<file path="config.mk">
export PLATFORM = sky130hd
export DESIGN_NAME = pipe_hazard_ctrl_flat
export DESIGN_NICKNAME = d
export VERILOG_FILES = /design/src/rtl/pipe_hazard_ctrl_if.sv /design/src/rtl/pipe_hazard_ctrl.sv /design/src/flat_wrapper.sv
export SDC_FILE = /design/constraint.sdc
export NUM_CORES = 1
export LEC_CHECK = 0
export ABC_AREA = 1
export CAP_MARGIN = 0
export CORE_MARGIN = 2
export CORE_UTILIZATION = 40
export CTS_BUF_LIST = sky130_fd_sc_hd__clkbuf_8
export DETAILED_ROUTE_END_ITERATION = 10
export GPL_ROUTABILITY_DRIVEN = 0
export GPL_TIMING_DRIVEN = 0
export PLACE_DENSITY = 0.8
export SLEW_MARGIN = 20
export SYNTH_ARGS = -nofsm -noshare
export SYNTH_HDL_FRONTEND = slang
export SYNTH_SLANG_ARGS = --single-unit
</file>
<file path="constraint.sdc">
create_clock -name CLK -period 1.7 [get_ports CLK]
set_clock_uncertainty 0.1 [all_clocks]
set_input_delay 0.34 -clock CLK [delete_from_list [all_inputs] [get_ports CLK]]
set_output_delay 0.34 -clock CLK [all_outputs]
set_load 0.01 [all_outputs]
</file>
<file path="src/rtl/pipe_hazard_ctrl_if.sv">
// Decode-side hazard inputs and slot/stall outputs of pipe_hazard_ctrl, bundled as one interface.
// The controller connects through the slave modport and the decode/datapath side through master.
interface pipe_hazard_ctrl_if #(
    parameter int CNT_W = 32
);
    logic             DE_valid;
    logic [4:0]       DE_rs1;
    logic [4:0]       DE_rs2;
    logic [4:0]       DE_rd;
    logic             DE_RegWrite;
    logic             DE_MemRead;
    logic             DE_MemWrite;
    logic             EX_branch_taken;
    logic             dmem_ready;

    logic [4:0]       DE_EX_rs1;
    logic [4:0]       DE_EX_rs2;
    logic [4:0]       EX_MEM_rd;
    logic [4:0]       MEM_WB_rd;
    logic             EX_MEM_RegWrite;
    logic             MEM_WB_RegWrite;
    logic             stall_FD;
    logic             flush_FD;
    logic             freeze;
    logic [1:0]       pipe_state;
    logic [CNT_W-1:0] lu_stall_cnt;
    logic [CNT_W-1:0] mem_stall_cnt;

    modport master (
        output DE_valid, DE_rs1, DE_rs2, DE_rd,
        output DE_RegWrite, DE_MemRead, DE_MemWrite,
        output EX_branch_taken, dmem_ready,
        input  DE_EX_rs1, DE_EX_rs2, EX_MEM_rd, MEM_WB_rd,
        input  EX_MEM_RegWrite, MEM_WB_RegWrite,
        input  stall_FD, flush_FD, freeze, pipe_state,
        input  lu_stall_cnt, mem_stall_cnt
    );

    modport slave (
        input  DE_valid, DE_rs1, DE_rs2, DE_rd,
        input  DE_RegWrite, DE_MemRead, DE_MemWrite,
        input  EX_branch_taken, dmem_ready,
        output DE_EX_rs1, DE_EX_rs2, EX_MEM_rd, MEM_WB_rd,
        output EX_MEM_RegWrite, MEM_WB_RegWrite,
        output stall_FD, flush_FD, freeze, pipe_state,
        output lu_stall_cnt, mem_stall_cnt
    );
endinterface

</file>
<file path="src/rtl/pipe_hazard_ctrl.sv">
// 5-stage pipeline hazard controller: load-use stall, taken-branch flush, data-memory wait freeze.
// Define HAZARD_PERF_CNT_EN to build the saturating stall-cycle performance counters.
module pipe_hazard_ctrl #(
    parameter int CNT_W = 32
) (
    input  logic               CLK,
    input  logic               RST_N,
    pipe_hazard_ctrl_if.slave  hz
);

    typedef struct packed {
        logic       valid;
        logic [4:0] rs1;
        logic [4:0] rs2;
        logic [4:0] rd;
        logic       reg_write;
        logic       mem_read;
        logic       mem_write;
    } slot_t;

    typedef enum logic [1:0] {
        RUN      = 2'b00,
        LU_STALL = 2'b01,
        MEM_WAIT = 2'b10
    } state_t;

    localparam slot_t BUBBLE = '0;

    slot_t  de_ex_reg, ex_mem_reg, mem_wb_reg;
    slot_t  de_ex_next, ex_mem_next, mem_wb_next;
    slot_t  de_in;
    state_t state_reg, state_next;

    logic mem_busy;
    logic load_use;
    logic branch;
    logic lu_event;
    logic stall_fd;
    logic flush_fd;
    logic freeze_int;

    // Control bits of an invalid decode slot are dropped so bubbles never write.
    always_comb begin
        de_in           = BUBBLE;
        de_in.valid     = hz.DE_valid;
        de_in.rs1       = hz.DE_rs1;
        de_in.rs2       = hz.DE_rs2;
        de_in.rd        = hz.DE_rd;
        de_in.reg_write = hz.DE_RegWrite & hz.DE_valid;
        de_in.mem_read  = hz.DE_MemRead  & hz.DE_valid;
        de_in.mem_write = hz.DE_MemWrite & hz.DE_valid;
    end

    assign mem_busy = ex_mem_reg.valid
                    & (ex_mem_reg.mem_read | ex_mem_reg.mem_write)
                    & ~hz.dmem_ready;

    assign load_use = hz.DE_valid & de_ex_reg.valid & de_ex_reg.mem_read
                    & (de_ex_reg.rd != 5'd0)
                    & ((de_ex_reg.rd == hz.DE_rs1) | (de_ex_reg.rd == hz.DE_rs2));

    // A branch under a memory wait is held in EX and only acts once memory completes.
    assign branch   = hz.EX_branch_taken & ~mem_busy;
    assign lu_event = load_use & ~hz.EX_branch_taken & ~mem_busy;

    always_comb begin
        de_ex_next  = de_ex_reg;
        ex_mem_next = ex_mem_reg;
        mem_wb_next = mem_wb_reg;
        if (!mem_busy) begin
            mem_wb_next = ex_mem_reg;
            ex_mem_next = de_ex_reg;
            de_ex_next  = (branch || load_use) ? BUBBLE : de_in;
        end
    end

    always_ff @(posedge CLK or negedge RST_N) begin
        if (!RST_N) begin
            de_ex_reg  <= BUBBLE;
            ex_mem_reg <= BUBBLE;
            mem_wb_reg <= BUBBLE;
        end else begin
            de_ex_reg  <= de_ex_next;
            ex_mem_reg <= ex_mem_next;
            mem_wb_reg <= mem_wb_next;
        end
    end

    always_ff @(posedge CLK or negedge RST_N) begin
        if (!RST_N) begin
            state_reg <= RUN;
        end else begin
            state_reg <= state_next;
        end
    end

    always_comb begin
        state_next = RUN;
        if (mem_busy) begin
            state_next = MEM_WAIT;
        end else if (lu_event) begin
            state_next = LU_STALL;
        end
    end

    // Stall/flush/freeze are forced low while reset is asserted, whatever the inputs do.
    always_comb begin
        stall_fd   = 1'b0;
        flush_fd   = 1'b0;
        freeze_int = 1'b0;
        if (RST_N) begin
            freeze_int = mem_busy;
            stall_fd   = mem_busy | lu_event;
            flush_fd   = branch;
        end
    end

    assign hz.stall_FD        = stall_fd;
    assign hz.flush_FD        = flush_fd;
    assign hz.freeze          = freeze_int;
    assign hz.pipe_state      = state_reg;
    assign hz.DE_EX_rs1       = de_ex_reg.rs1;
    assign hz.DE_EX_rs2       = de_ex_reg.rs2;
    assign hz.EX_MEM_rd       = ex_mem_reg.rd;
    assign hz.EX_MEM_RegWrite = ex_mem_reg.reg_write;
    assign hz.MEM_WB_rd       = mem_wb_reg.rd;
    assign hz.MEM_WB_RegWrite = mem_wb_reg.reg_write;

    logic slot_fields_unused;
    assign slot_fields_unused = ^{ex_mem_reg.rs1, ex_mem_reg.rs2,
                                  mem_wb_reg.valid, mem_wb_reg.rs1, mem_wb_reg.rs2,
                                  mem_wb_reg.mem_read, mem_wb_reg.mem_write};

`ifdef HAZARD_PERF_CNT_EN
    logic [CNT_W-1:0] lu_cnt_reg, mem_cnt_reg;

    always_ff @(posedge CLK or negedge RST_N) begin
        if (!RST_N) begin
            lu_cnt_reg  <= '0;
            mem_cnt_reg <= '0;
        end else begin
            if (lu_event && !(&lu_cnt_reg)) begin
                lu_cnt_reg <= lu_cnt_reg + 1'b1;
            end
            if (mem_busy && !(&mem_cnt_reg)) begin
                mem_cnt_reg <= mem_cnt_reg + 1'b1;
            end
        end
    end

    assign hz.lu_stall_cnt  = lu_cnt_reg;
    assign hz.mem_stall_cnt = mem_cnt_reg;
`else
    assign hz.lu_stall_cnt  = '0;
    assign hz.mem_stall_cnt = '0;
`endif

endmodule

</file>
<file path="src/flat_wrapper.sv">
// flat-port wrapper written by rule: the top's interface ports become plain ports
module pipe_hazard_ctrl_flat 
#(
    parameter int CNT_W = 32
)
  (CLK, RST_N, hz_DE_valid, hz_DE_rs1, hz_DE_rs2, hz_DE_rd, hz_DE_RegWrite, hz_DE_MemRead, hz_DE_MemWrite, hz_EX_branch_taken, hz_dmem_ready, hz_DE_EX_rs1, hz_DE_EX_rs2, hz_EX_MEM_rd, hz_MEM_WB_rd, hz_EX_MEM_RegWrite, hz_MEM_WB_RegWrite, hz_stall_FD, hz_flush_FD, hz_freeze, hz_pipe_state, hz_lu_stall_cnt, hz_mem_stall_cnt);
  pipe_hazard_ctrl_if #(.CNT_W(CNT_W)) hz_i ();
  input  logic CLK;
  input  logic RST_N;
  input wire logic [$bits(hz_i.DE_valid)-1:0] hz_DE_valid;
  input wire logic [$bits(hz_i.DE_rs1)-1:0] hz_DE_rs1;
  input wire logic [$bits(hz_i.DE_rs2)-1:0] hz_DE_rs2;
  input wire logic [$bits(hz_i.DE_rd)-1:0] hz_DE_rd;
  input wire logic [$bits(hz_i.DE_RegWrite)-1:0] hz_DE_RegWrite;
  input wire logic [$bits(hz_i.DE_MemRead)-1:0] hz_DE_MemRead;
  input wire logic [$bits(hz_i.DE_MemWrite)-1:0] hz_DE_MemWrite;
  input wire logic [$bits(hz_i.EX_branch_taken)-1:0] hz_EX_branch_taken;
  input wire logic [$bits(hz_i.dmem_ready)-1:0] hz_dmem_ready;
  output wire logic [$bits(hz_i.DE_EX_rs1)-1:0] hz_DE_EX_rs1;
  output wire logic [$bits(hz_i.DE_EX_rs2)-1:0] hz_DE_EX_rs2;
  output wire logic [$bits(hz_i.EX_MEM_rd)-1:0] hz_EX_MEM_rd;
  output wire logic [$bits(hz_i.MEM_WB_rd)-1:0] hz_MEM_WB_rd;
  output wire logic [$bits(hz_i.EX_MEM_RegWrite)-1:0] hz_EX_MEM_RegWrite;
  output wire logic [$bits(hz_i.MEM_WB_RegWrite)-1:0] hz_MEM_WB_RegWrite;
  output wire logic [$bits(hz_i.stall_FD)-1:0] hz_stall_FD;
  output wire logic [$bits(hz_i.flush_FD)-1:0] hz_flush_FD;
  output wire logic [$bits(hz_i.freeze)-1:0] hz_freeze;
  output wire logic [$bits(hz_i.pipe_state)-1:0] hz_pipe_state;
  output wire logic [$bits(hz_i.lu_stall_cnt)-1:0] hz_lu_stall_cnt;
  output wire logic [$bits(hz_i.mem_stall_cnt)-1:0] hz_mem_stall_cnt;
  assign hz_i.DE_valid = hz_DE_valid;
  assign hz_i.DE_rs1 = hz_DE_rs1;
  assign hz_i.DE_rs2 = hz_DE_rs2;
  assign hz_i.DE_rd = hz_DE_rd;
  assign hz_i.DE_RegWrite = hz_DE_RegWrite;
  assign hz_i.DE_MemRead = hz_DE_MemRead;
  assign hz_i.DE_MemWrite = hz_DE_MemWrite;
  assign hz_i.EX_branch_taken = hz_EX_branch_taken;
  assign hz_i.dmem_ready = hz_dmem_ready;
  assign hz_DE_EX_rs1 = hz_i.DE_EX_rs1;
  assign hz_DE_EX_rs2 = hz_i.DE_EX_rs2;
  assign hz_EX_MEM_rd = hz_i.EX_MEM_rd;
  assign hz_MEM_WB_rd = hz_i.MEM_WB_rd;
  assign hz_EX_MEM_RegWrite = hz_i.EX_MEM_RegWrite;
  assign hz_MEM_WB_RegWrite = hz_i.MEM_WB_RegWrite;
  assign hz_stall_FD = hz_i.stall_FD;
  assign hz_flush_FD = hz_i.flush_FD;
  assign hz_freeze = hz_i.freeze;
  assign hz_pipe_state = hz_i.pipe_state;
  assign hz_lu_stall_cnt = hz_i.lu_stall_cnt;
  assign hz_mem_stall_cnt = hz_i.mem_stall_cnt;
  pipe_hazard_ctrl #(.CNT_W(CNT_W)) u_core (.CLK(CLK), .RST_N(RST_N), .hz(hz_i));
endmodule
</file>
==> flow_metrics.tcl, run 1 <==
set metrics [dict create \
    status "complete, but fails checks" \
    violations "negative setup slack" \
    fin_nets 443 \
    die_h_um 79.9 \
    hold_class "input pin to asynchronous set/reset pin" \
    vias 1965 \
    synth_area_um2 2310 \
    coreArea_um2 5540 \
    irDropWorstVdd_v 0.000353 \
    synth_mux_area_share_pct 0 \
    finalMaxSlewViolations 0 \
    crit_type "input pin to output port" \
    fmax_ghz 0.512 \
    maxCapViolations 0 \
    place_inst 472 \
    cts_tree "built" \
    synth-edff-count 0 \
    synth.avg_cell_area_um2 8.04 \
    clock_latency_ps 290 \
    power_mw 2.15 \
    yosysMostFrequentCell "nand2_1" \
    synth_compound_area_share_pct 8.08 \
    synth_xor_area_share_pct 0.759 \
    syn2layout_area_growth_pct 46.8 \
    grt_pass1_vias 1748 \
    ys_ff_latch 36 \
    power_switching_mw 0.608 \
    rsz0062_at_grt "yes" \
    ys_warn_count 0 \
    via_per_inst 3.99 \
    antenna_found_initial 0 \
    grt.overflow.total 0 \
    synth_top_family_by_area "buffers and inverters" \
    finalCritPeriodShare_pct 115 \
    period_minus_slack_ps 1950 \
    clk_pin_slew_ps 70 \
    p_per_area_nw_per_um2 634 \
    port-buffer-count 49 \
    synth_area_leader_cell "dfrtp_1" \
    p_leak_nw 1.97 \
    synth_top_cell_area_share_pct 39.0 \
    rows 27 \
    finalHoldViolCount 0 \
    pre_cts_ws_ps -864 \
    required_ps 1260 \
    fin_ws_ps -252 \
    finalNonFillerCells 493 \
    tightest_slew_ps 643 \
    first_iter_violations 97 \
    n_fill_cell 513 \
    rr_worst_depth 12 \
    seqPwrFrac_pct 44.4 \
    grt_max_degree 23 \
    yosys-top-cells-area "dfrtp_1 39%, buf_4 26%, nand2_1 13%" \
    num_antenna_cells 0 \
    die_x_um 79.9 \
    drt-wirelength-per-cell_um 10.3 \
    wl_um 5070 \
    cts_root_buffer "clkbuf_8" \
    largest_register_ffs 9 \
    setup_viol 13 \
    synthAdderAreaFrac_pct 0 \
    design.die.area_um2 6390 \
    ys_top_cells_by_count "81 x nand2_1, 80 x buf_4, 36 x dfrtp_1" \
    cts_num_sinks 36 \
    async_flop_share_pct 100 \
    endpoint_kind "output port" \
    h-tree-depth 2 \
    synthSimpleGateAreaFrac_pct 19.4 \
    synthFlopType "dfrtp_1" \
    placed_cell_area_um2 3150 \
    route.detailed.drc 0 \
    startpoint_type "input pin" \
    hpwlAfterDp_um 3770 \
    dr.pass1.iters 5 \
    pwr-share-comb_pct 26.4 \
    grt_pass1_wl_um 7870 \
    ys_seq_area_share_pct 39.0 \
    cts_buffer_depth 2 \
    drive_above_1_share_pct 34.9 \
    relSlewSlack_pct 57.0 \
    ant_nets 0 \
    start_util_pct 41.6 \
    cts_made_buffers 5 \
    setup-tns-final_ps -904 \
    grt.total_usage_pct 16.0 \
    p_int_mw 1.54 \
    swShare_pct 28.3 \
    arrival_ps 1510 \
    ios 114 \
    synthCells 287 \
    final_area_um2 3390 \
    crit_fanout 2 \
    synthDistinctLibCells 24 \
    pwr-share-clk_pct 29.1 \
]
## cell usage in the layout, fill, tap and decap left out, types with 2 or more instances in the layout
cell type | Yosys | layout
buf_2 | 3 | 6
xnor2_1 | 2 | 2
clkinv_2 | 0 | 2
nand3_2 | 1 | 2
inv_1 | 23 | 21
buf_6 | 1 | 2
dfrtp_1 | 36 | 31
o21ai_2 | 11 | 11
dlygate4sd2_1 | 0 | 24
inv_2 | 3 | 5
nand2_2 | 1 | 3
conb_1 | 1 | 64
clkbuf_16 | 0 | 2
clkdlybuf4s50_1 | 0 | 21
nand4_1 | 6 | 6
nand2_1 | 81 | 79
clkbuf_8 | 0 | 6
nor2_1 | 10 | 7
buf_4 | 80 | 90
nor2_2 | 2 | 5
o21ai_0 | 15 | 10
o21ai_1 | 2 | 6
dfrtp_2 | 0 | 5
## area by class of cell
type / instances / area [µm²] / area share, %
multi-input combinational: 201 / 932 / 27.5
inverter: 27 / 101 / 2.99
tap: 72 / 90.1 / 2.66
timing repair buffer: 63 / 589 / 17.4
sequential: 36 / 907 / 26.8
clock buffer: 6 / 82.6 / 2.44
clock inverter: 2 / 10.0 / 0.296
buffer: 86 / 674 / 19.9
## power by group through the flow
stage / sequential, mW / combinational, mW / clock (mW)
3_5_place_dp: 0.967 / 0.550 / 0
3_3_place_gp: 0.965 / 0.534 / 0
5_1_grt: 0.960 / 0.623 / 0.689
6_report: 0.955 / 0.567 / 0.626
4_1_cts: 0.952 / 0.544 / 0.652
2_1_floorplan: 0.964 / 0.351 / 0
## routing by layer
metal / track usage (%) / vias up / routed length, µm
li1: - / 999 / -
met1: 18.5 / 873 / 1980
met2: 27.5 / 83 / 2530
met3: 6.11 / 10 / 465
met4: 4.75 / 0 / 91
met5: 0 / - / 0
## path summary, 6_finish.rpt
check                                                start                                    end  slack (ps)
min reg2reg                u_core.de_ex_reg[0]$_DFFE_PN0N_       u_core.ex_mem_reg[0]$_DFFE_PN0N_         380
min in group CLK                              hz_DE_rs1[1]     u_core.hz.DE_EX_rs1[1]$_DFFE_PN0N_         380
max in group asynchronous                            RST_N        u_core.de_ex_reg[6]$_DFFE_PN0N_         510
max reg2reg                u_core.de_ex_reg[3]$_DFFE_PN0N_     u_core.hz.DE_EX_rs2[4]$_DFFE_PN0N_         -70
min                                                  RST_N  u_core.hz.EX_MEM_RegWrite$_DFFE_PN0N_         120
max                                           hz_DE_rs1[2]                            hz_stall_FD        -250
## cell families after synthesis
kind of cell,count (synthesis)
buffers and inverters,113
xor gates and xnor gates,2
and+or+nand+nor,106
DFF,36
AOI/OAI and AO/OA,29
other,1
## worst max-delay path, cell delays in order
cell and delay, ps:
clkdlybuf4s50_1 520, xnor2_1 130, nand3_1 100, nand2_2 100, nand3_2 80, a21oi_2 110
buf_2 130
## through the flow
step                      util (%)  hold WS (ps)
after floorplan                  -         -55.6
after global placement        56.4           359
after detailed placement      56.8           189
after CTS                     59.8           376
after global routing          61.1           163
final                         61.1           121
## repair_timing
item,4_1_cts,5_1_grt
pin swaps,8,13
gates cloned,0,1
endpoints found under the setup margin,18,16
endpoints found under the hold margin,14,0
resized for setup,49,16
hold buffers,2,0
buffers inserted,7,3
Note: power is estimated with default switching activity, not from simulation.
==> run 2, diff against run 1 <==
- clock period: 1.7 -> 2.2 ns (I/O delays scaled with it)
==> flow_metrics.tcl, run 2 (synthesized netlist as in run 1, its figures left out) <==
set metrics [dict create \
    placed_cell_area_um2 3150 \
    num_antenna_cells 0 \
    cts_num_sinks 36 \
    grt_pass1_wl_um 7460 \
    via_per_inst 3.94 \
    finalNonFillerCells 482 \
    cts_tree "built" \
    setup_viol 0 \
    clock_latency_ps 290 \
    route.detailed.drc 0 \
    crit_type "input pin to output port" \
    die_h_um 79.9 \
    h-tree-depth 2 \
    grt_use_met1_pct 17.7 \
    startpoint_type "input pin" \
    finalMaxSlewViolations 0 \
    grtUsageMet3_pct 6.00 \
    start_util_pct 41.6 \
    rows 27 \
    first_iter_violations 82 \
    arrival_ps 1620 \
    cts_buffer_depth 2 \
    clk_pin_slew_ps 70 \
    final_area_um2 3280 \
    ant_nets 0 \
    ios 114 \
    drive_above_1_share_pct 31.0 \
    vias 1901 \
    drt-wirelength-per-cell_um 9.80 \
    wl_um 4730 \
    layout_commonest_cell "buf_4" \
    p_leak_nw 1.88 \
    design.die.area_um2 6390 \
    endpoint_kind "output port" \
    fin_nets 432 \
    tightest_slew_ps 643 \
    busiest_layer "met2" \
    grtUsageMet2_pct 25.4 \
    relSlewSlack_pct 57.0 \
    antenna_found_initial 0 \
    hpwlAfterDp_um 3770 \
    irDropWorstVdd_v 0.000277 \
    die_x_um 79.9 \
    pre_cts_ws_ps -564 \
    fin_ws_ps 43.9 \
    grt.overflow.total 0 \
    grt.total_usage_pct 15.1 \
    crit_fanout 10 \
    p_per_area_nw_per_um2 502 \
    coreArea_um2 5540 \
    cts_root_buffer "clkbuf_8" \
    finalCritPeriodShare_pct 98.0 \
    maxCapViolations 0 \
    place_inst 472 \
    largest_register_ffs 9 \
    port-buffer-count 49 \
    hold_class "input pin to asynchronous set/reset pin" \
    period_minus_slack_ps 2160 \
    cts_made_buffers 5 \
    required_ps 1660 \
    grt_max_degree 24 \
    rsz0062_at_grt "yes" \
    grt_pass1_vias 1690 \
    status "finished, final reports clean" \
    finalHoldViolCount 0 \
    post-route-util_pct 59.2 \
    final_cell_mix "81 x buf_4, 80 x nand2_1, 64 x conb_1" \
    fmax_ghz 0.464 \
    syn2layout_area_growth_pct 42.1 \
    dr.pass1.iters 4 \
]
## run 2: report_power, final
group	switching, mW	total [mW]	internal (mW)
clock	0.235	0.485	0.250
combinational	0.195	0.426	0.231
sequential	0.0316	0.737	0.705
## run 2: area by class of cell
cell class	count	area (µm²)
multi-input cells	201	906
well taps	72	90.1
clock inverters	2	10.0
inverters	27	101
fillers	503	2260
flip-flops and latches	36	907
repair buffers	52	522
plain buffers	86	661
clock buffers	6	82.6
## run 2: final timing paths
path / from / endpoint / slack, ps / cells after the start
min: RST_N / u_core.hz.EX_MEM_RegWrite$_DFFE_PN0N_ / 6 / 2
min in group CLK: hz_DE_rs2[3] / u_core.hz.DE_EX_rs2[3]$_DFFE_PN0N_ / 380 / 3
max reg2reg: u_core.de_ex_reg[3]$_DFFE_PN0N_ / u_core.de_ex_reg[7]$_DFFE_PN0N_ / 580 / 10
min reg2reg: u_core.de_ex_reg[0]$_DFFE_PN0N_ / u_core.ex_mem_reg[0]$_DFFE_PN0N_ / 380 / 2
max: hz_dmem_ready / hz_freeze / 40 / 6
max in group asynchronous: RST_N / u_core.de_ex_reg[5]$_DFFE_PN0N_ / 880 / 2
## run 2: timing repair
action | 4_1_cts | 5_1_grt
buffers inserted | 1 | 0
pin swaps | 1 | 3
hold buffers | 1 | 0
endpoints found under the hold margin | 14 | 0
resized for setup | 21 | 9
endpoints found under the setup margin | 3 | 2
## run 2: worst max-delay path, cell delays in order
cell,delay (ps)
clkdlybuf4s50_1,410
nor2_2,130
o21ai_4,120
clkbuf_8,190
nor2_1,80
clkdlybuf4s15_1,240
## run 2: per-layer routing
metal,share of wire [%],vias to the layer above
met5,0,-
met4,0.70,0
met3,9.5,4
met2,49,82
met1,41,838
li1,-,977
## run 2: per-stage QoR
| step | TNS (ps) | power [mW] | hold slack, ps |
|---|---|---|---|
| 3_5_place_dp | -1280 | 1.17 | 289 |
| 2_1_floorplan | 0 | 1.02 | 44.4 |
| 5_1_grt | -36.4 | 1.74 | 1.38 |
| 3_3_place_gp | -9660 | 1.16 | 359 |
| 4_1_cts | 0 | 1.66 | 0.0659 |
| 6_report | 0 | 1.65 | 6.31 |
